### config.mk
export PLATFORM = sky130hd
export DESIGN_NAME = branch_unit_flat
export DESIGN_NICKNAME = d
export VERILOG_FILES = /design/src/rtl/branch_pkg.sv /design/src/rtl/branch_unit_if.sv /design/src/rtl/branch_cond_eval.sv /design/src/rtl/branch_unit.sv /design/src/flat_wrapper.sv
export SDC_FILE = /design/constraint.sdc
export NUM_CORES = 1
export LEC_CHECK = 0
export BUFFER_PORTS_ARGS = -buffer_cell sky130_fd_sc_hd__buf_2
export CORE_MARGIN = 2
export CORE_UTILIZATION = 42
export DETAILED_ROUTE_END_ITERATION = 16
export HOLD_SLACK_MARGIN = 0.12
export PLACE_DENSITY = 0.7
export SLEW_MARGIN = 20
export SYNTH_ARGS = -nofsm -noshare
export SYNTH_HDL_FRONTEND = slang
export SYNTH_HIERARCHICAL = 1
export SYNTH_SLANG_ARGS = --single-unit
### constraint.sdc
create_clock -name clk -period 10.4 [get_ports clk]
set_clock_uncertainty 0.05 [all_clocks]
set_input_delay 2.08 -clock clk [delete_from_list [all_inputs] [get_ports clk]]
set_output_delay 2.08 -clock clk [all_outputs]
set_load 0.005 [all_outputs]
### src/rtl/branch_pkg.sv
// Shared definitions for the 6502 relative-branch unit: opcodes, status flag
// positions, FSM state encoding and the captured request payload.
package branch_pkg;

    // Relative-branch opcodes
    localparam logic [7:0] OP_BPL = 8'h10;
    localparam logic [7:0] OP_BMI = 8'h30;
    localparam logic [7:0] OP_BVC = 8'h50;
    localparam logic [7:0] OP_BVS = 8'h70;
    localparam logic [7:0] OP_BRA = 8'h80;
    localparam logic [7:0] OP_BCC = 8'h90;
    localparam logic [7:0] OP_BCS = 8'hB0;
    localparam logic [7:0] OP_BNE = 8'hD0;
    localparam logic [7:0] OP_BEQ = 8'hF0;

    // Bit positions inside the P register
    localparam int unsigned FLAG_N = 7;
    localparam int unsigned FLAG_V = 6;
    localparam int unsigned FLAG_Z = 1;
    localparam int unsigned FLAG_C = 0;

    typedef enum logic [2:0] {
        IDLE,
        EVAL,
        ADD,
        FIXUP,
        DONE
    } branch_state_t;

    // Width-independent part of a request, captured at accept
    typedef struct packed {
        logic [7:0] opcode;
        logic [7:0] offset;
        logic [7:0] status;
    } branch_req_t;

endpackage

### src/rtl/branch_unit_if.sv
// Request/result handshake bundle between decode and the branch unit.
//   master : decode/PC side - drives the request and done_ready
//   slave  : branch_unit    - drives req_ready and the done_* result
interface branch_unit_if #(
    parameter int unsigned ADDR_W = 16
);
    logic              req_valid;
    logic              req_ready;
    logic [7:0]        req_opcode;
    logic [7:0]        req_offset;
    logic [ADDR_W-1:0] req_pc;
    logic [7:0]        req_status;

    logic              done_valid;
    logic              done_ready;
    logic              done_taken;
    logic              done_page_cross;
    logic              done_illegal;
    logic [ADDR_W-1:0] done_pc;

    modport master (
        output req_valid, req_opcode, req_offset, req_pc, req_status, done_ready,
        input  req_ready, done_valid, done_taken, done_page_cross, done_illegal, done_pc
    );

    modport slave (
        input  req_valid, req_opcode, req_offset, req_pc, req_status, done_ready,
        output req_ready, done_valid, done_taken, done_page_cross, done_illegal, done_pc
    );
endinterface

### src/rtl/branch_cond_eval.sv
// Combinational branch condition decode.
//   opcode    : branch opcode
//   status    : captured P register
//   cond_c    : branch is taken
//   illegal_c : opcode is not a (supported) relative branch
module branch_cond_eval
    import branch_pkg::*;
#(
    parameter int unsigned ENABLE_BRA = 0
) (
    input  logic [7:0] opcode,
    input  logic [7:0] status,
    output logic       cond_c,
    output logic       illegal_c
);

    always_comb begin
        cond_c    = 1'b0;
        illegal_c = 1'b0;
        case (opcode)
            OP_BPL: cond_c = ~status[FLAG_N];
            OP_BMI: cond_c =  status[FLAG_N];
            OP_BVC: cond_c = ~status[FLAG_V];
            OP_BVS: cond_c =  status[FLAG_V];
            OP_BCC: cond_c = ~status[FLAG_C];
            OP_BCS: cond_c =  status[FLAG_C];
            OP_BNE: cond_c = ~status[FLAG_Z];
            OP_BEQ: cond_c =  status[FLAG_Z];
            OP_BRA: begin
                if (ENABLE_BRA != 0) cond_c    = 1'b1;
                else                 illegal_c = 1'b1;
            end
            default: illegal_c = 1'b1;
        endcase
    end

endmodule

### src/rtl/branch_unit.sv
// Sequential relative-branch execution unit with 6502 cycle timing
// (2 cycles not taken, 3 taken, 4 taken across a page).
//   clk, rst        : clock, synchronous active-high reset
//   flush           : abort the in-flight request / drop a same-cycle request
//   bus (slave)     : request in, next-PC result out, valid/ready on both sides
//   cnt_taken       : saturating count of retired taken branches
//   cnt_not_taken   : saturating count of retired not-taken (incl. illegal)
//   cnt_page_cross  : saturating count of retired taken page-crossing branches
module branch_unit
    import branch_pkg::*;
#(
    parameter int unsigned ADDR_W     = 16,
    parameter int unsigned PAGE_BITS  = 8,
    parameter int unsigned INSTR_LEN  = 2,
    parameter int unsigned ENABLE_BRA = 0,
    parameter int unsigned CNT_W      = 16
) (
    input  logic             clk,
    input  logic             rst,
    input  logic             flush,
    branch_unit_if.slave     bus,
    output logic [CNT_W-1:0] cnt_taken,
    output logic [CNT_W-1:0] cnt_not_taken,
    output logic [CNT_W-1:0] cnt_page_cross
);

    localparam int unsigned SEXT_W = ADDR_W - 8;

    branch_state_t     state, state_nx;
    branch_req_t       req_q;
    logic [ADDR_W-1:0] pc_q;

    logic              rr_q, rr_nx;
    logic              dv_q, dv_nx;
    logic              tk_q, tk_nx;
    logic              cx_q, cx_nx;
    logic              il_q, il_nx;
    logic [ADDR_W-1:0] npc_q, npc_nx;

    logic              cond_c, illegal_c;
    logic [ADDR_W-1:0] fall_c, sext_c, tgt_c;
    logic              page_diff_c;
    logic              accept_c, retire_c;

    branch_cond_eval #(
        .ENABLE_BRA (ENABLE_BRA)
    ) u_cond (
        .opcode    (req_q.opcode),
        .status    (req_q.status),
        .cond_c    (cond_c),
        .illegal_c (illegal_c)
    );

    // Target arithmetic from the captured request; all sums wrap modulo 2**ADDR_W
    assign fall_c      = pc_q + ADDR_W'(INSTR_LEN);
    assign sext_c      = {{SEXT_W{req_q.offset[7]}}, req_q.offset};
    assign tgt_c       = fall_c + sext_c;
    assign page_diff_c = (tgt_c[ADDR_W-1:PAGE_BITS] != fall_c[ADDR_W-1:PAGE_BITS]);

    // flush wins over both the accept and the done handshake
    assign accept_c = (state == IDLE) && bus.req_valid && !flush;
    assign retire_c = (state == DONE) && bus.done_ready && !flush;

    assign bus.req_ready       = rr_q;
    assign bus.done_valid      = dv_q;
    assign bus.done_taken      = tk_q;
    assign bus.done_page_cross = cx_q;
    assign bus.done_illegal    = il_q;
    assign bus.done_pc         = npc_q;

    // Next state and next registered outputs; outputs hold unless a transition sets them
    always_comb begin
        state_nx = state;
        dv_nx    = dv_q;
        tk_nx    = tk_q;
        cx_nx    = cx_q;
        il_nx    = il_q;
        npc_nx   = npc_q;

        case (state)
            IDLE: begin
                if (bus.req_valid) state_nx = EVAL;
            end
            EVAL: begin
                if (illegal_c || !cond_c) begin
                    state_nx = DONE;
                    dv_nx    = 1'b1;
                    tk_nx    = 1'b0;
                    cx_nx    = 1'b0;
                    il_nx    = illegal_c;
                    npc_nx   = fall_c;
                end else begin
                    state_nx = ADD;
                end
            end
            ADD: begin
                if (page_diff_c) begin
                    state_nx = FIXUP;
                end else begin
                    state_nx = DONE;
                    dv_nx    = 1'b1;
                    tk_nx    = 1'b1;
                    cx_nx    = 1'b0;
                    il_nx    = 1'b0;
                    npc_nx   = tgt_c;
                end
            end
            FIXUP: begin
                state_nx = DONE;
                dv_nx    = 1'b1;
                tk_nx    = 1'b1;
                cx_nx    = 1'b1;
                il_nx    = 1'b0;
                npc_nx   = tgt_c;
            end
            DONE: begin
                if (bus.done_ready) begin
                    state_nx = IDLE;
                    dv_nx    = 1'b0;
                    tk_nx    = 1'b0;
                    cx_nx    = 1'b0;
                    il_nx    = 1'b0;
                    npc_nx   = '0;
                end
            end
            default: state_nx = IDLE;
        endcase

        if (flush) begin
            state_nx = IDLE;
            dv_nx    = 1'b0;
            tk_nx    = 1'b0;
            cx_nx    = 1'b0;
            il_nx    = 1'b0;
            npc_nx   = '0;
        end

        rr_nx = (state_nx == IDLE);
    end

    // State, outputs, captured request and statistics
    always_ff @(posedge clk) begin
        if (rst) begin
            state          <= IDLE;
            rr_q           <= 1'b1;
            dv_q           <= 1'b0;
            tk_q           <= 1'b0;
            cx_q           <= 1'b0;
            il_q           <= 1'b0;
            npc_q          <= '0;
            req_q          <= '0;
            pc_q           <= '0;
            cnt_taken      <= '0;
            cnt_not_taken  <= '0;
            cnt_page_cross <= '0;
        end else begin
            state <= state_nx;
            rr_q  <= rr_nx;
            dv_q  <= dv_nx;
            tk_q  <= tk_nx;
            cx_q  <= cx_nx;
            il_q  <= il_nx;
            npc_q <= npc_nx;

            if (accept_c) begin
                req_q.opcode <= bus.req_opcode;
                req_q.offset <= bus.req_offset;
                req_q.status <= bus.req_status;
                pc_q         <= bus.req_pc;
            end

            // Saturating statistics, updated once per retired result
            if (retire_c) begin
                if (tk_q) begin
                    if (cnt_taken != '1) cnt_taken <= cnt_taken + CNT_W'(1);
                end else begin
                    if (cnt_not_taken != '1) cnt_not_taken <= cnt_not_taken + CNT_W'(1);
                end
                if (cx_q && (cnt_page_cross != '1)) begin
                    cnt_page_cross <= cnt_page_cross + CNT_W'(1);
                end
            end
        end
    end

endmodule

### src/flat_wrapper.sv
// flat-port wrapper written by rule: the top's interface ports become plain ports
module branch_unit_flat import branch_pkg::*;
#(
    parameter int unsigned ADDR_W     = 16,
    parameter int unsigned PAGE_BITS  = 8,
    parameter int unsigned INSTR_LEN  = 2,
    parameter int unsigned ENABLE_BRA = 0,
    parameter int unsigned CNT_W      = 16
)
  (clk, rst, flush, cnt_taken, cnt_not_taken, cnt_page_cross, bus_req_valid, bus_req_opcode, bus_req_offset, bus_req_pc, bus_req_status, bus_done_ready, bus_req_ready, bus_done_valid, bus_done_taken, bus_done_page_cross, bus_done_illegal, bus_done_pc);
  branch_unit_if #(.ADDR_W(ADDR_W)) bus_i ();
  input  logic clk;
  input  logic rst;
  input  logic flush;
  output logic [CNT_W-1:0] cnt_taken;
  output logic [CNT_W-1:0] cnt_not_taken;
  output logic [CNT_W-1:0] cnt_page_cross;
  input wire logic [$bits(bus_i.req_valid)-1:0] bus_req_valid;
  input wire logic [$bits(bus_i.req_opcode)-1:0] bus_req_opcode;
  input wire logic [$bits(bus_i.req_offset)-1:0] bus_req_offset;
  input wire logic [$bits(bus_i.req_pc)-1:0] bus_req_pc;
  input wire logic [$bits(bus_i.req_status)-1:0] bus_req_status;
  input wire logic [$bits(bus_i.done_ready)-1:0] bus_done_ready;
  output wire logic [$bits(bus_i.req_ready)-1:0] bus_req_ready;
  output wire logic [$bits(bus_i.done_valid)-1:0] bus_done_valid;
  output wire logic [$bits(bus_i.done_taken)-1:0] bus_done_taken;
  output wire logic [$bits(bus_i.done_page_cross)-1:0] bus_done_page_cross;
  output wire logic [$bits(bus_i.done_illegal)-1:0] bus_done_illegal;
  output wire logic [$bits(bus_i.done_pc)-1:0] bus_done_pc;
  assign bus_i.req_valid = bus_req_valid;
  assign bus_i.req_opcode = bus_req_opcode;
  assign bus_i.req_offset = bus_req_offset;
  assign bus_i.req_pc = bus_req_pc;
  assign bus_i.req_status = bus_req_status;
  assign bus_i.done_ready = bus_done_ready;
  assign bus_req_ready = bus_i.req_ready;
  assign bus_done_valid = bus_i.done_valid;
  assign bus_done_taken = bus_i.done_taken;
  assign bus_done_page_cross = bus_i.done_page_cross;
  assign bus_done_illegal = bus_i.done_illegal;
  assign bus_done_pc = bus_i.done_pc;
  branch_unit #(.ADDR_W(ADDR_W), .PAGE_BITS(PAGE_BITS), .INSTR_LEN(INSTR_LEN), .ENABLE_BRA(ENABLE_BRA), .CNT_W(CNT_W)) u_core (.clk(clk), .rst(rst), .flush(flush), .bus(bus_i), .cnt_taken(cnt_taken), .cnt_not_taken(cnt_not_taken), .cnt_page_cross(cnt_page_cross));
endmodule
### Word-level counts from Yosys, hierarchy flattened

Index checks and enable logic that the tools add are counted.

| word-level totals | value |
|---|---|
| bits of input ports | 45 |
| output and inout port bits | 69 |
| register bits | 112 |
| logic and storage cells | 82 |

| cells by class | value |
|---|---|
| bitwise operators | 5 |
| multiplexer cells | 22 |
| equal/unequal tests | 19 |
| reductions and logical operators | 17 |
| add/sub/neg operators | 5 |

Operator list:

| operator | count |
|---|---|
| $pmux 16 s4 | 1 |
| $add 16x1->16 const B | 3 |
| $mux 16 | 3 |
| $ne 16x16->1 const B | 3 |
| $eq 8x8->1 const B | 4 |
| $add 16x16->16 | 1 |
| $add 16x2->16 const B | 1 |
| $eq 8x7->1 const B | 2 |
| $pmux 1 s4 | 4 |
| $mux 3 | 5 |
| $pmux 3 s5 | 1 |
| $eq 8x5->1 const B | 1 |
| $eq 8x6->1 const B | 1 |
| $ne 8x8->1 | 1 |
| $pmux 1 s8 | 1 |
| $reduce_or 8->1 | 1 |
| $mux 1 | 7 |
| $eq 3x2->1 const B | 2 |
| $logic_not 3->1 | 2 |
| $reduce_and 3->1 | 2 |
| $logic_and 1x1->1 | 5 |
| $not 1->1 | 5 |
| $ne 2x2->1 const B | 2 |
| $reduce_and 4->1 | 1 |
| 8 further kinds | 9 |

### Longest topological paths before layout

Gate-level depths: netlist of the first run.

| depth | value |
|---|---|
| word-level depth | 8 |
| mapped depth | 18 |
| mapped depth without buffers | 14 |

### By module

Netlist of the first run, hierarchy kept.

By module, submodules not included:

| module | times used | area each (µm²) | cells an instance |
|---|---|---|---|
| branch_unit | 1 | 6027.0 | 747 |
| branch_cond_eval | 1 | 48.8 | 5 |

### Worst setup path after synthesis of the first run

OpenSTA, ideal clock, no wires.

| path | value |
|---|---|
| kind | reg2reg |
| start point | register u_core.pc_q[1] |
| end point | register u_core.npc_q[4] (netlist: u_core/bus.done_pc[4]) |
| slack | 6287 ps |
| path buffers | 3 |
| setup time | 121 ps |
| cell stages (with the launch flop) | 17 |
| data required time | 10229 ps |
| arrival time | 3942 ps |
| cells stage by stage | dfxtp_1 -> ha_1 -> nand3_2 -> or4_1 -> xor2_1 -> inv_1 -> ha_1 -> clkbuf_2 -> and3_1 -> a21oi_1 -> o21ai_1 -> xnor2_1 -> or4_1 -> buf_2 -> o31a_1 -> buf_6 -> mux2_4 |

| between the ends | value |
|---|---|
| word-level cells in the longest chain between the ends | 5 |
| elaborated cells between the ends (all ways) | 8 |
| those cells by class | add/sub (2); eq/ne (2); mux (3); reduce/logical (1) |

Ends and longest elaborated chain:

| item | RTL line | source |
|---|---|---|
| start, declared | branch_unit.sv:31 | `logic [ADDR_W-1:0] pc_q;` |
| start signal, assigned | branch_unit.sv:169 | `pc_q <= bus.req_pc;` |
| $add 16x2->16 * | branch_unit.sv:55 | `assign fall_c = pc_q + ADDR_W'(INSTR_LEN);` |
| $add 16x16->16 | branch_unit.sv:57 | `assign tgt_c = fall_c + sext_c;` |
| $ne 8x8->1 | branch_unit.sv:58 | `assign page_diff_c = (tgt_c[ADDR_W-1:PAGE_BITS] != fall_c[ADDR_W-1:PAGE_BITS]);` |
| $ne 2x2->1 (no line) | -- |  |
| $reduce_and 4->1 (no line) | -- |  |
| end signal, assigned | branch_unit.sv:163 | `npc_q <= npc_nx;` |
| end, declared | branch_unit.sv:38 | `logic [ADDR_W-1:0] npc_q, npc_nx;` |

Every way passes the cells marked *; elsewhere a longest branch is shown, timed or not. The select of a mux whose other input is x is not followed.
A chain may end at the register's enable or synchronous reset.

### Worst setup path in the final report of the first run

| path | value |
|---|---|
| start point | register u_core.pc_q[1] |
| end point | register u_core.npc_q[7] (netlist: u_core/bus.done_pc[7]) |

Same word-level chain as after synthesis.

==> results.sh, run 1 <==
export IMPL_cts_buffer_depth=2
export IMPL_clkLatencyLatePin_ps=360
export IMPL_seqCellArea_mm2=0.00216
export IMPL_status="complete, no violations"
export IMPL_via_per_inst=5.33
export IMPL_max_slew_margin_pct=28.8
export IMPL_syn_nets=804
export IMPL_p_per_area_mw_per_mm2=128
export IMPL_max_freq_ghz=0.193
export IMPL_worstMarginPinSlew_ps=1070
export IMPL_fp_dieH_um=123
export IMPL_drive_gt1_share_pct=17.6
export IMPL_dp_hpwl_um=10000
export IMPL_finalCritPeriodShare_pct=49.9
export IMPL_finalHoldViolations=0
export IMPL_wl_um=13800
export IMPL_grt_start_max_net_pins=87
export IMPL_grt_pass1_vias=4634
export IMPL_worstSetupEndpointType="flip-flop"
export IMPL_place_congestion=0.906
export IMPL_final_nets=887
export IMPL_slowest_delay_ps=880
export IMPL_postCtsSetupRepairBufs=0
export IMPL_area_growth_syn_to_layout_pct=15.8
export IMPL_grtUsageTotal_pct=18.6
export IMPL_rsz0062_at_grt="no"
export IMPL_fillers=1373
export IMPL_htree_num_levels=3
export IMPL_yosysWarnings=6
export IMPL_hold_path_class="flip-flop to flip-flop"
export IMPL_path_clk_slew_ps=80
export IMPL_arrival_ps=5400
export IMPL_crit_chain="ha_1, nand3_2, or4_1, xor2_1, inv_1, ha_1, nor4b_1, a2111oi_0, a31oi_1, o211ai_2, o31a_1, mux2_4"
export IMPL_portBuffers=109
export IMPL_cts_num_sinks=108
export IMPL_peakVddDrop_mv=0.0749
export IMPL_antenna_found_initial=0
export IMPL_cts_buffers_inserted=9
export IMPL_drtIter0Drc=335
export IMPL_cts_resized=0
export IMPL_maxCapViolCount=0
export IMPL_wl_per_cell_um=13.8
export IMPL_synth_area_mm2=0.00595
export IMPL_setup_viol=0
export IMPL_path_class="flip-flop to flip-flop"
export IMPL_start_util_pct=42.8
export IMPL_antenna_cells=0
export IMPL_period_minus_slack_ps=5190
export IMPL_coreArea_mm2=0.0139
export IMPL_clockRootBuffer="clkbuf_16"
export IMPL_synth_area_per_cell_um2=8.08
export IMPL_netlist_instances=736
export IMPL_drv_slew=0
export IMPL_drc=0
export IMPL_antenna_left=0
export IMPL_multiInputGateArea_mm2=0.00353
export IMPL_cp_top_family="compound AO/OA/AOI/OAI gates"
export IMPL_dieArea_mm2=0.0151
export IMPL_crit_path_frequent_cell="ha_1"
export IMPL_ios=114
export IMPL_cellLeakagePower_uw=0.00290
export IMPL_placementRows=43
export IMPL_fin_util_pct=49.6
export IMPL_grt_pass1_wl_um=22400
export IMPL_cp_num_buf_inv=1
export IMPL_grt_overflow=0
export IMPL_required_ps=10600
export IMPL_die_w_um=123
export IMPL_cts_tree="done"
export IMPL_tns_ps=0
export IMPL_start_kind="flip-flop"
export IMPL_ctsHoldBuffers=0
export IMPL_drt_pass1_iterations=5
export IMPL_vias=5347
export IMPL_slowest_stage="o31a_1"
export IMPL_crit_fanout=18
power by group:
part | total (µW) | switching [µW] | leakage (µW) | internal (µW)
registers | 428 | 7.28 | 0.000874 | 421
clock network | 364 | 171 | 0.000157 | 194
logic | 88.7 | 52.8 | 0.00187 | 35.9
per-stage QoR:
stage / instances / instance area (µm²) / power [µW] / hold slack, ps / worst slack, ps
2_1_floorplan: 736 / 5950 / 504 / 381 / 6290
3_3_place_gp: 988 / 6550 / 525 / 383 / 5360
3_5_place_dp: 988 / 6560 / 526 / 389 / 5300
4_1_cts: 1004 / 6880 / 891 / 401 / 5280
5_1_grt: 1004 / 6880 / 920 / 416 / 4970
6_report: 1004 / 6880 / 881 / 395 / 5210
layout by cell type, fill, tap and decap left out, types with 3 or more instances in the layout:
| master | instances |
|---|---|
| nand2_1 | 124 |
| or2_2 | 3 |
| a21o_1 | 9 |
| o31ai_1 | 4 |
| xnor2_1 | 31 |
| or3_1 | 16 |
| o22ai_1 | 4 |
| and3_1 | 11 |
| o21ai_1 | 3 |
| a31oi_1 | 6 |
| inv_1 | 24 |
| nand3_1 | 22 |
| xor2_1 | 30 |
| nor3_1 | 11 |
| nor2_1 | 55 |
| a211oi_1 | 4 |
| o21a_1 | 3 |
| nand4_1 | 19 |
| o211ai_1 | 4 |
| o31a_1 | 3 |
| buf_2 | 109 |
| nor4_1 | 6 |
| ha_1 | 22 |
| and4_1 | 3 |
| a21oi_1 | 68 |
| nand2b_1 | 7 |
| nor2b_1 | 5 |
| o21ai_0 | 23 |
| mux2i_1 | 17 |
| or4_1 | 4 |
| clkbuf_16 | 9 |
| and2_1 | 5 |
| dfxtp_1 | 108 |
layer usage:
layer  part of all wire, %  track usage [%]  wire (µm)  up-vias
met1                    47             25.0       6540     2445
met5                     0                0          0        -
met4                   2.9             9.02        394        0
li1                      -                -          -     2737
met2                    45             28.5       6160      138
met3                   5.1             3.60        707       27
registers in the layout, indices dropped and copies added, names as in the netlist, 3 cells and up:
register	count
u_core/state	3
u_core/cnt_taken	16
u_core/pc_q	16
u_core/req_q	20
u_core/cnt_page_cross	16
u_core/cnt_not_taken	16
u_core/bus.done_pc	16
tightest hold or removal path, cell delays in order, from the launching register on:
cell and delay, ps:
dfxtp_1 310, inv_1 50, a21oi_1 50
final timing paths:
path | start | endpoint | slack [ps] | cells after the start
worst max-delay path | u_core/pc_q[1] | u_core/bus.done_pc[7] | 5210 | 12
worst min register to register | u_core/bus.done_valid | u_core/bus.done_valid | 390 | 2
worst max register to register | u_core/pc_q[1] | u_core/bus.done_pc[7] | 5210 | 12
worst min-delay path | u_core/bus.done_valid | u_core/bus.done_valid | 390 | 2
area by class of cell:
class / count / area share [%]
Inverter: 24 / 1.31
Multi-Input combinational cell: 566 / 51.3
Sequential cell: 108 / 31.4
Tap cell: 180 / 3.27
Clock inverter: 7 / 1.40
Timing Repair Buffer: 110 / 8.03
Clock buffer: 9 / 3.27
(Power assumes the default switching activity.)
==> run 2: changes to the inputs <==
==> constraint.sdc (replaced) <==
create_clock -name clk -period 4.9 [get_ports clk]
set_clock_uncertainty 0.05 [all_clocks]
set_input_delay 0.98 -clock clk [delete_from_list [all_inputs] [get_ports clk]]
set_output_delay 0.98 -clock clk [all_outputs]
set_load 0.005 [all_outputs]
==> results.sh, run 2 (synthesis gave the netlist of run 1 again) <==
export IMPL_start_util_pct=42.8
export IMPL_finalHoldViolations=0
export IMPL_drive_gt1_share_pct=18.1
export IMPL_ctsHoldBuffers=0
export IMPL_startpoint="u_core/pc_q[1]"
export IMPL_start_kind="flip-flop"
export IMPL_drv_slew=0
export IMPL_fillers=1369
export IMPL_antenna_left=0
export IMPL_cts_buffers_inserted=9
export IMPL_drtIter0Drc=336
export IMPL_cts_buffer_depth=2
export IMPL_wl_per_cell_um=13.8
export IMPL_crit_fanout=11
export IMPL_p_per_area_mw_per_mm2=270
export IMPL_hold_path_class="flip-flop to flip-flop"
export IMPL_endpoint="u_core/bus.done_pc[3]"
export IMPL_clockRootBuffer="clkbuf_16"
export IMPL_max_freq_ghz=0.219
export IMPL_dieArea_mm2=0.0151
export IMPL_max_slew_margin_pct=53.0
export IMPL_maxCapViolCount=0
export IMPL_clkLatencyLatePin_ps=350
export IMPL_antenna_cells=0
export IMPL_dp_hpwl_um=10300
export IMPL_grt_pass1_wl_um=22600
export IMPL_vias=5371
export IMPL_finalCritPeriodShare_pct=93.1
export IMPL_place_area_mm2=0.00658
export IMPL_coreArea_mm2=0.0139
export IMPL_cellLeakagePower_uw=0.00291
export IMPL_htree_num_levels=3
export IMPL_portBuffers=109
export IMPL_cts_num_sinks=108
export IMPL_seqCellArea_mm2=0.00216
export IMPL_final_area_mm2=0.00691
export IMPL_required_ps=5080
export IMPL_largest_reg_flops=20
export IMPL_worstMarginPinSlew_ps=706
export IMPL_drc=0
export IMPL_period_minus_slack_ps=4560
export IMPL_cts_tree="done"
export IMPL_worst_r2r_endpoint="u_core/bus.done_pc[3]"
export IMPL_fp_dieH_um=123
export IMPL_final_nets=890
export IMPL_grtUsageTotal_pct=18.6
export IMPL_drt_pass1_iterations=5
export IMPL_arrival_ps=4740
export IMPL_status="complete, no violations"
export IMPL_regMostFlops="u_core/req_q"
export IMPL_antenna_found_initial=0
export IMPL_die_w_um=123
export IMPL_ios=114
export IMPL_timing_rr_start="u_core/pc_q[1]"
export IMPL_area_growth_syn_to_layout_pct=16.2
export IMPL_final_cell_mix="124 x nand2_1, 109 x buf_2, 108 x dfxtp_1"
export IMPL_tns_ps=0
export IMPL_multiInputGateArea_mm2=0.00353
export IMPL_grt_start_max_net_pins=49
export IMPL_ff2ff_setup_slack_ps=340
export IMPL_via_per_inst=5.33
export IMPL_grt_pass1_vias=4788
export IMPL_grt_overflow=0
export IMPL_rsz0062_at_grt="no"
export IMPL_placementRows=43
export IMPL_setup_viol=0
export IMPL_ff2ff_path_depth=14
export IMPL_path_clk_slew_ps=80
export IMPL_worstSetupEndpointType="flip-flop"
export IMPL_place_congestion=0.894
export IMPL_wl_um=13900
export IMPL_final_common_cell="nand2_1"
export IMPL_peakVddDrop_mv=0.214
export IMPL_path_class="flip-flop to flip-flop"
run 2: area by class of cell:
class                   count  area share [%]
clock inverters             7            1.36
repair buffers            113            8.33
well taps                 180            3.26
clock buffers               9            3.26
flip-flops and latches    108            31.3
multi-input cells         566            51.2
inverters                  24            1.30
run 2: repair_timing:
action	in CTS	in global routing
resized for setup	0	2
setup endpoints to repair	0	11
buffers inserted	0	0
hold endpoints to repair	0	0
run 2: metal layers:
| layer | track usage [%] | vias to the layer above | share of wire (%) |
|---|---|---|---|
| met4 | 4.40 | 0 | 1.1 |
| met5 | 0 | - | 0 |
| met2 | 29.9 | 111 | 47 |
| met3 | 4.01 | 10 | 5.1 |
| met1 | 25.5 | 2496 | 47 |
| li1 | - | 2754 | - |
run 2: worst max-delay path: stages, from the launching register on:
cell     delay, ps
dfxtp_1        440
ha_1           240
nand3_2        170
or4_1          610
xor2_2         250
inv_1           70
ha_1           420
and3_1         270
nand2_1         70
o21ai_1        220
xnor2_1        110
or4_1          670
o31a_2         480
buf_4          240
mux2i_1        130
run 2: worst min path at each step:
| stage | cells past startpoint | endpoint | start | slack (ps) |
|---|---|---|---|---|
| after floorplan | 2 | u_core/req_q[16] | u_core/req_q[16] | 380 |
| after global placement | 2 | u_core/bus.done_valid | u_core/bus.done_valid | 380 |
| after detailed placement | 2 | u_core/bus.done_valid | u_core/bus.done_valid | 390 |
| after CTS | 2 | u_core/bus.done_valid | u_core/bus.done_valid | 400 |
| after global routing | 2 | u_core/bus.done_valid | u_core/bus.done_valid | 430 |
| final | 2 | u_core/bus.done_valid | u_core/bus.done_valid | 400 |
run 2: stage by stage:
stage               utilization, %  total power, µW  worst slack, ps  hold slack (ps)  std cells
floorplan                        -             1070              787              381        736
global placement              47.4             1120              294              383        991
detailed placement            47.4             1120              235              391        991
CTS                           49.7             1890              225              403       1007
global route                  49.8             1950             36.2              427       1007
finish                        49.8             1870              336              402       1007
run 2: report_power, final:
part | switching (µW) | leakage [µW] | internal [µW] | total [µW]
registers | 15.8 | 0.000874 | 893 | 909
clock network | 356 | 0.000153 | 411 | 767
logic | 112 | 0.00189 | 78.4 | 191
total | 484 | 0.00291 | 1380 | 1870
